**src/rtl/forest_vote.sv**
```systemverilog
// Tree-ensemble vote aggregator: registers per-tree votes, popcounts each class,
// picks the lowest-index maximum and keeps a saturating per-class result histogram.
module forest_vote #(
  parameter int NUM_CLASSES = 4,
  parameter int NUM_TREES   = 8,
  localparam int SW = $clog2(NUM_TREES + 1),
  localparam int CW = $clog2(NUM_CLASSES),
  localparam int VW = NUM_CLASSES * NUM_TREES
) (
  input  logic                    clk,
  input  logic                    rst_n,
  input  logic                    in_valid,
  output logic                    in_ready,
  input  logic [VW-1:0]           in_votes,
  input  logic [7:0]              in_tag,
  output logic                    out_valid,
  input  logic                    out_ready,
  output logic [CW-1:0]           out_class,
  output logic [SW-1:0]           out_score,
  output logic                    out_tie,
  output logic [7:0]              out_tag,
  input  logic                    clr_stats,
  output logic [NUM_CLASSES*16-1:0] class_hist
);

  // Handshake: a sample moves in on in_valid && in_ready and a result moves out on
  // out_valid && out_ready. The whole pipeline advances as one unit whenever the
  // output slot is empty or being drained; otherwise every stage holds.
  logic advance;
  assign advance  = !out_valid || out_ready;
  assign in_ready = advance;

  logic                 v1;
  logic [VW-1:0]        votes1;
  logic [7:0]           tag1;
  logic                 v2;
  logic [SW-1:0]        cnt2 [NUM_CLASSES];
  logic [7:0]           tag2;
  logic [SW-1:0]        cnt_next [NUM_CLASSES];
  logic [CW-1:0]        best_idx;
  logic [SW-1:0]        best_score;
  logic                 best_tie;
  logic [NUM_CLASSES*16-1:0] hist_q;

  assign class_hist = hist_q;

  always_comb begin
    for (int c = 0; c < NUM_CLASSES; c++) begin
      cnt_next[c] = '0;
      for (int t = 0; t < NUM_TREES; t++)
        cnt_next[c] = cnt_next[c] + SW'(votes1[c*NUM_TREES + t]);
    end
  end

  // A strictly larger score restarts the tie tracking; an equal one marks a tie
  // but keeps the earlier (lower) index as winner.
  always_comb begin
    best_idx   = '0;
    best_score = cnt2[0];
    best_tie   = 1'b0;
    for (int c = 1; c < NUM_CLASSES; c++) begin
      if (cnt2[c] > best_score) begin
        best_idx   = CW'(c);
        best_score = cnt2[c];
        best_tie   = 1'b0;
      end else if (cnt2[c] == best_score) begin
        best_tie = 1'b1;
      end
    end
  end

  always_ff @(posedge clk) begin
    if (!rst_n) begin
      v1        <= 1'b0;
      votes1    <= '0;
      tag1      <= '0;
      v2        <= 1'b0;
      tag2      <= '0;
      for (int c = 0; c < NUM_CLASSES; c++) cnt2[c] <= '0;
      out_valid <= 1'b0;
      out_class <= '0;
      out_score <= '0;
      out_tie   <= 1'b0;
      out_tag   <= '0;
      hist_q    <= '0;
    end else begin
      if (advance) begin
        v1        <= in_valid;
        votes1    <= in_votes;
        tag1      <= in_tag;
        v2        <= v1;
        cnt2      <= cnt_next;
        tag2      <= tag1;
        out_valid <= v2;
        out_class <= best_idx;
        out_score <= best_score;
        out_tie   <= best_tie;
        out_tag   <= tag2;
      end
      // Clear has priority over a same-cycle delivery count.
      if (clr_stats) begin
        hist_q <= '0;
      end else if (out_valid && out_ready) begin
        for (int c = 0; c < NUM_CLASSES; c++)
          if (out_class == CW'(c) && hist_q[16*c +: 16] != 16'hFFFF)
            hist_q[16*c +: 16] <= hist_q[16*c +: 16] + 16'd1;
      end
    end
  end

endmodule
```
**config.mk**
```make
export PLATFORM = sky130hd
export DESIGN_NAME = forest_vote
export DESIGN_NICKNAME = d
export VERILOG_FILES = /design/src/rtl/forest_vote.sv
export SDC_FILE = /design/constraint.sdc
export NUM_CORES = 1
export LEC_CHECK = 0
export ABC_AREA = 1
export CORE_MARGIN = 5
export CORE_UTILIZATION = 45
export CTS_BUF_LIST = sky130_fd_sc_hd__clkbuf_2
export CTS_CLUSTER_SIZE = 24
export DETAILED_ROUTE_END_ITERATION = 8
export HOLD_SLACK_MARGIN = 0.1
export MAX_ROUTING_LAYER = met4
export PLACE_DENSITY_LB_ADDON = 0.15
export SETUP_SLACK_MARGIN = 0.1
export SLEW_MARGIN = 20
export SYNTH_ARGS = -nofsm -noshare
export SYNTH_HDL_FRONTEND = slang
export SYNTH_SLANG_ARGS = --single-unit
```
**constraint.sdc**
```tcl
create_clock -name clk -period 3.5 [get_ports clk]
set_clock_uncertainty 0.2 [all_clocks]
set_input_delay 0.7 -clock clk [delete_from_list [all_inputs] [get_ports clk]]
set_output_delay 0.7 -clock clk [all_outputs]
set_load 0.1 [all_outputs]
```
## After elaboration in Yosys (flattened, before gate mapping)

Index checks and enable logic that the tools add are counted.

| word-level totals | value |
|---|---|
| register bits after elaboration | 146 |
| output and inout port bits | 81 |

| operators by class | value |
|---|---|
| add/subtract/negate cells | 32 |
| $lt $le $gt $ge | 3 |
| eq/ne operators | 10 |
| muxes and demuxes | 12 |
| bitwise logic cells | 1 |
| reduce and logical (&&, ||, !) cells | 13 |

Operators with widths:

| kind | count |
|---|---|
| 16-bit by 1-bit adder with 16-bit output (second input constant) | 4 |
| 4-bit by 1-bit adder with 4-bit output | 16 |
| 16-bit != test (second input constant) | 4 |
| 3-bit by 1-bit adder with 4-bit output | 4 |
| 2-bit by 1-bit adder with 3-bit output | 4 |
| 4-bit equality test | 3 |
| 4-bit > comparator | 3 |
| 4-bit two-way mux | 3 |
| 1-bit by 1-bit adder with 2-bit output | 4 |
| 2-bit AND reduction | 4 |
| 1-bit two-way mux | 7 |
| 1-bit logical AND | 5 |
| 2-bit equality test (second input constant) | 2 |
| 2-bit two-way mux | 2 |
| 2-bit by 1-bit equality test with 1-bit output (second input constant) | 1 |
| 2-bit zero test | 1 |
| 2-bit OR reduction | 1 |
| 1-bit zero test | 1 |
| 1-bit logical OR | 1 |
| 1-bit NOT | 1 |

## Longest topological paths before layout

| logic depth | value |
|---|---|
| depth in word-level cells | 7 |
| mapped depth | 28 |

## Least setup slack after synthesis

OpenSTA, ideal clock, no wires.

| timing | value |
|---|---|
| path type | register to register |
| from | register cnt2[15] (netlist bit) |
| to | register out_score[0] |
| library setup time | 0.071 ns |
| arrival time | 3.019 ns |
| required time | 3.229 ns |
| setup slack | 0.210 ns |
| cell stages (with the launch flop) | 27 |
| path buffers | 0 |
| cell sequence | dfxtp_1 -> inv_1 -> ha_1 -> nand2_1 -> inv_2 -> nand2_1 -> nand2_1 -> nand2_2 -> o21ai_0 -> ha_1 -> nand2_1 -> inv_1 -> nand2_1 -> inv_2 -> nand2_1 -> nand2_2 -> nand2_4 -> nand2_1 -> and2_1 -> ha_1 -> inv_1 -> a21oi_1 -> o21ai_0 -> nand2_1 -> o21ai_0 -> inv_1 -> a21oi_1 |

| on the way | value |
|---|---|
| cells in the longest elaborated chain, start to end | 6 |

Ends and longest elaborated chain:

| what | line | RTL |
|---|---|---|
| from (decl) | 37 | `logic [SW-1:0] cnt2 [NUM_CLASSES];` |
| from (signal assigned) | 92 | `cnt2 <= cnt_next;` |
| 4-bit > comparator | 62 | `if (cnt2[c] > best_score) begin` |
| 4-bit two-way mux (*) | 62 |  |
| 4-bit > comparator | 62 |  |
| 4-bit two-way mux (*) | 62 |  |
| 4-bit > comparator | 62 |  |
| 4-bit two-way mux (*) | 62 |  |
| to (signal assigned) | 96 | `out_score <= best_score;` |
| to (decl) | 19 | `output logic [SW-1:0] out_score,` |

Mark *: on every way between the ends. The rest lies on a longest branch, timed or not.
A chain may end at the register's enable or synchronous reset.

## Final worst setup path

| timing | value |
|---|---|
| from | register cnt2[15] (netlist bit) |
| to | register out_tie |

| on the way | value |
|---|---|
| cells in the longest elaborated chain, start to end | 7 |
| elaborated cells between the ends (all ways) | 14 |
| those cells by class | order compare (3); eq/ne (3); mux (8) |

Ends and longest elaborated chain:

| what | line | RTL |
|---|---|---|
| branches (longest 6 deep; another with 4-bit > comparator) | -- |  |
| 1-bit two-way mux (*) | 62 |  |
| to (signal assigned) | 97 | `out_tie <= best_tie;` |
| to (decl) | 20 | `output logic out_tie,` |

Mark *: on every way between the ends.

==> impl_metrics.tcl <==
set metrics [dict create \
    status "completed" \
    cp_max_fo 6 \
    hpwl_um 11100 \
    rsz0062_at_grt "true" \
    groute.layer.met3.usage_pct 4.718 \
    cap_violations 0 \
    numPlacedInstances 1241 \
    io_buffers 125 \
    synth_common_cells "dfxtp_1, nor2_1, inv_1" \
    n_fill_cell 1475 \
    ys_warn_count 0 \
    clk_pin_slew_ps 240 \
    ys_seq_elements 146 \
    drcViolationCount 0 \
    final.min_clock_period_ps 3331 \
    drive_gt1_share_pct 20.32 \
    timing.fmax_ghz 0.3002 \
    numCtsBuffers 17 \
    dieHeight_um 135.4 \
    cts_root_buf "clkbuf_2" \
    endpoint "out_tie$_SDFFE_PN0P_" \
    ant_nets 0 \
    core_area_mm2 0.01531 \
    multi_input_area_mm2 0.003724 \
    hold_viol 0 \
    worst_ir_drop_vdd_uv 486.4 \
    grt_max_degree 87 \
    clock-sinks 146 \
    ioPinCount 126 \
    die_area_mm2 0.01833 \
    clockPowerShare_pct 21.5 \
    p_int_w 0.003156 \
    slew_viol_final 0 \
    globalRouteMet2Util_pct 27.52 \
    yosysTopAreaCellShare_pct 41.31 \
    ys.flop_type "dfxtp_1" \
    grt_pass1_vias 5774 \
    hold_path.class "flip-flop to flip-flop" \
    dieWidth_um 135.4 \
    via_count 6189 \
    grt_use_met1_pct 23.07 \
    finish.utilization_pct 58.18 \
    htreeDepth 4 \
    fp-row-count 45 \
    wl_per_cell_um 12.31 \
    clk_latency_ps 710 \
    grt.busiest_layer "met2" \
    synth_top_area_cell "dfxtp_1" \
    switchingPower_w 0.002117 \
    seq_power_share_pct 35.1 \
    grt_util_all_layers_pct 17.76 \
    overflow 0 \
    fin_tns_setup_ps 0 \
    start_util_pct 46.20 \
    leakagePower_nw 3.787 \
    min_period_over_period_pct 95.17 \
    synth.yosys.seq_area_share_pct 41.31 \
    crit_required_ps 3960 \
    reg2regPathDepth 26 \
    syn_to_final_growth_pct 25.92 \
    place_congestion 0.8617 \
    synth_edf_count 0 \
    critPathArrivalTime_ps 3790 \
    setup_violations 0 \
    p_comb_share_pct 43.4 \
    first_iter_violations 287 \
    grt_pass1_wl_um 26210 \
    netlist-cell-type-count 38 \
    stdcell_count 1279 \
    vias_per_cell 4.839 \
    power.density_mw_per_mm2 591.9 \
    reg2reg_to "out_tie$_SDFFE_PN0P_" \
    antenna_found_initial 0 \
    n_antenna_cell 0 \
    avgSynthCellArea_um2 7.633 \
    cp-end-kind "flip-flop" \
    synth_most_common_cell "dfxtp_1" \
    cts_tree "done" \
    critical_path_class "flip-flop to flip-flop" \
    clk_path_buf_depth 2 \
    finalWirelength_um 15740 \
    slew_headroom_pct 50.50 \
    tightest_slew_ps 742.5 \
    worst_setup_path_start_kind "flip-flop" \
    rr_startpoint "cnt2[15]$_SDFFE_PN0P_" \
    ff2ff_setup_slack_ps 170 \
    critPathLaunch "cnt2[15]$_SDFFE_PN0P_" \
    firstDrtPassIters 4 \
    syn_area_mm2 0.007076 \
    p_sw_share_pct 40.15 \
    synth_nets 1015 \
    final-seq-area_mm2 0.002929 \
    ys_top_cells_by_area "dfxtp_1, o21ai_0, nor2_1, inv_1, a21oi_1" \
    async_reset_ff_share_pct 0 \
    syn_inst 927 \
    final_nets 1143 \
]
==> final cells by class <==
class	count	area share [%]
Inverter	132	5.617
Tap cell	211	2.963
Sequential cell	146	32.87
Clock buffer	17	0.9549
Multi-Input combinational cell	616	41.79
Clock inverter	15	2.303
Timing Repair Buffer	142	13.50
==> worst max-delay path: stages (launching register included) <==
cell and delay [ps]:
dfxtp_2 380, inv_2 60, ha_4 270, nand2_2 50
inv_2 80, nand2_2 60, nand2_2 90, nand2_4 90
nand2_2 90, o21ai_4 70, ha_4 260, nand2_1 40
inv_1 40, nand2_1 50, inv_2 80, nand2_2 70
nand2_4 110, nand2_4 80, nand2_1 100, nand2_2 70
ha_4 230, a21oi_2 160, o21ai_2 80, nand2_2 130
nand2_2 60, o21bai_1 160, a21oi_1 130
==> per-layer routing <==
metal | routed length (um) | vias to the layer above
li1 | - | 3275
met3 | 881 | 13
met1 | 7568 | 2768
met2 | 7103 | 133
met5 | 0 | -
met4 | 186 | 0
==> state kept, by name, summed over array words and instances, names as in the netlist, 2 cells and up <==
name,count
out_tag,8
tag1,8
class_hist,64
tag2,8
votes1,32
out_class,2
cnt2,16
out_score,4
==> logic make-up (layout without fill, tap and decap cells) <==
kind of cell,Yosys count,after routing,synth area share [%]
buf+inv,165,306,9.072
fa+ha+maj,43,43,9.301
compound gates,216,216,15.69
xor+xnor,14,14,1.733
flops,146,146,41.31
simple gates,343,343,22.90
==> what timing repair did <==
item,in CTS,in global routing
setup buffers,1,4
gates resized for setup,11,39
pin swaps,3,19
hold buffers,1,0
hold endpoints to repair,2,0
setup endpoints to repair,7,7
gates cloned,0,0
==> how the worst min path moves through the flow <==
stage | start | to | slack, ps | cells after the start
detailed placement | class_hist[20]$_SDFFE_PP0P_ | class_hist[20]$_SDFFE_PP0P_ | 260 | 2
CTS | in_tag[3] | tag1[3]$_SDFFE_PN0P_ | 270 | 3
global route | in_votes[3] | votes1[3]$_SDFFE_PN0P_ | 270 | 3
global placement | class_hist[20]$_SDFFE_PP0P_ | class_hist[20]$_SDFFE_PP0P_ | 250 | 2
floorplan | v2$_SDFFE_PN0P_ | out_valid$_SDFFE_PN0P_ | 240 | 2
finish | class_hist[20]$_SDFFE_PP0P_ | class_hist[20]$_SDFFE_PP0P_ | 280 | 2
==> power groups by stage <==
| stage | Combinational [W] | Clock, W | Sequential, W |
|---|---|---|---|
| floorplan | 0.00104 | 0 | 0.00208 |
| global placement | 0.00175 | 0 | 0.00187 |
| detailed placement | 0.00178 | 0 | 0.00188 |
| CTS | 0.00190 | 0.00118 | 0.00185 |
| global route | 0.00254 | 0.00126 | 0.00186 |
| finish | 0.00229 | 0.00114 | 0.00185 |
==> cell usage in the layout, fill, tap and decap left out, types with 9 or more instances in the layout <==
cell type | netlist | layout
nor3_1 | 14 | 14
ha_1 | 27 | 19
nor2_1 | 131 | 130
a21oi_1 | 82 | 77
inv_1 | 122 | 118
xor2_1 | 9 | 9
nand2_2 | 11 | 20
buf_4 | 0 | 94
o21ai_0 | 119 | 113
nand2_1 | 101 | 90
nand4_1 | 9 | 9
dfxtp_1 | 146 | 143
clkdlybuf4s50_1 | 0 | 43
inv_2 | 8 | 12
nand3_1 | 35 | 34
fa_1 | 16 | 16
clkbuf_2 | 0 | 17
==> through the flow <==
step / hold WS (ps) / cell area (um2) / setup slack, ps / total power [W]
CTS: 274.1 / 8707 / 81.87 / 0.004922
global placement: 254.6 / 8357 / 51.29 / 0.003618
detailed placement: 258.9 / 8357 / -54.24 / 0.003659
global route: 266.5 / 8910 / -56.11 / 0.005665
finish: 282.5 / 8910 / 169.1 / 0.005273
floorplan: 241.1 / 7076 / 209.9 / 0.003125
(Power assumes the default switching activity.)
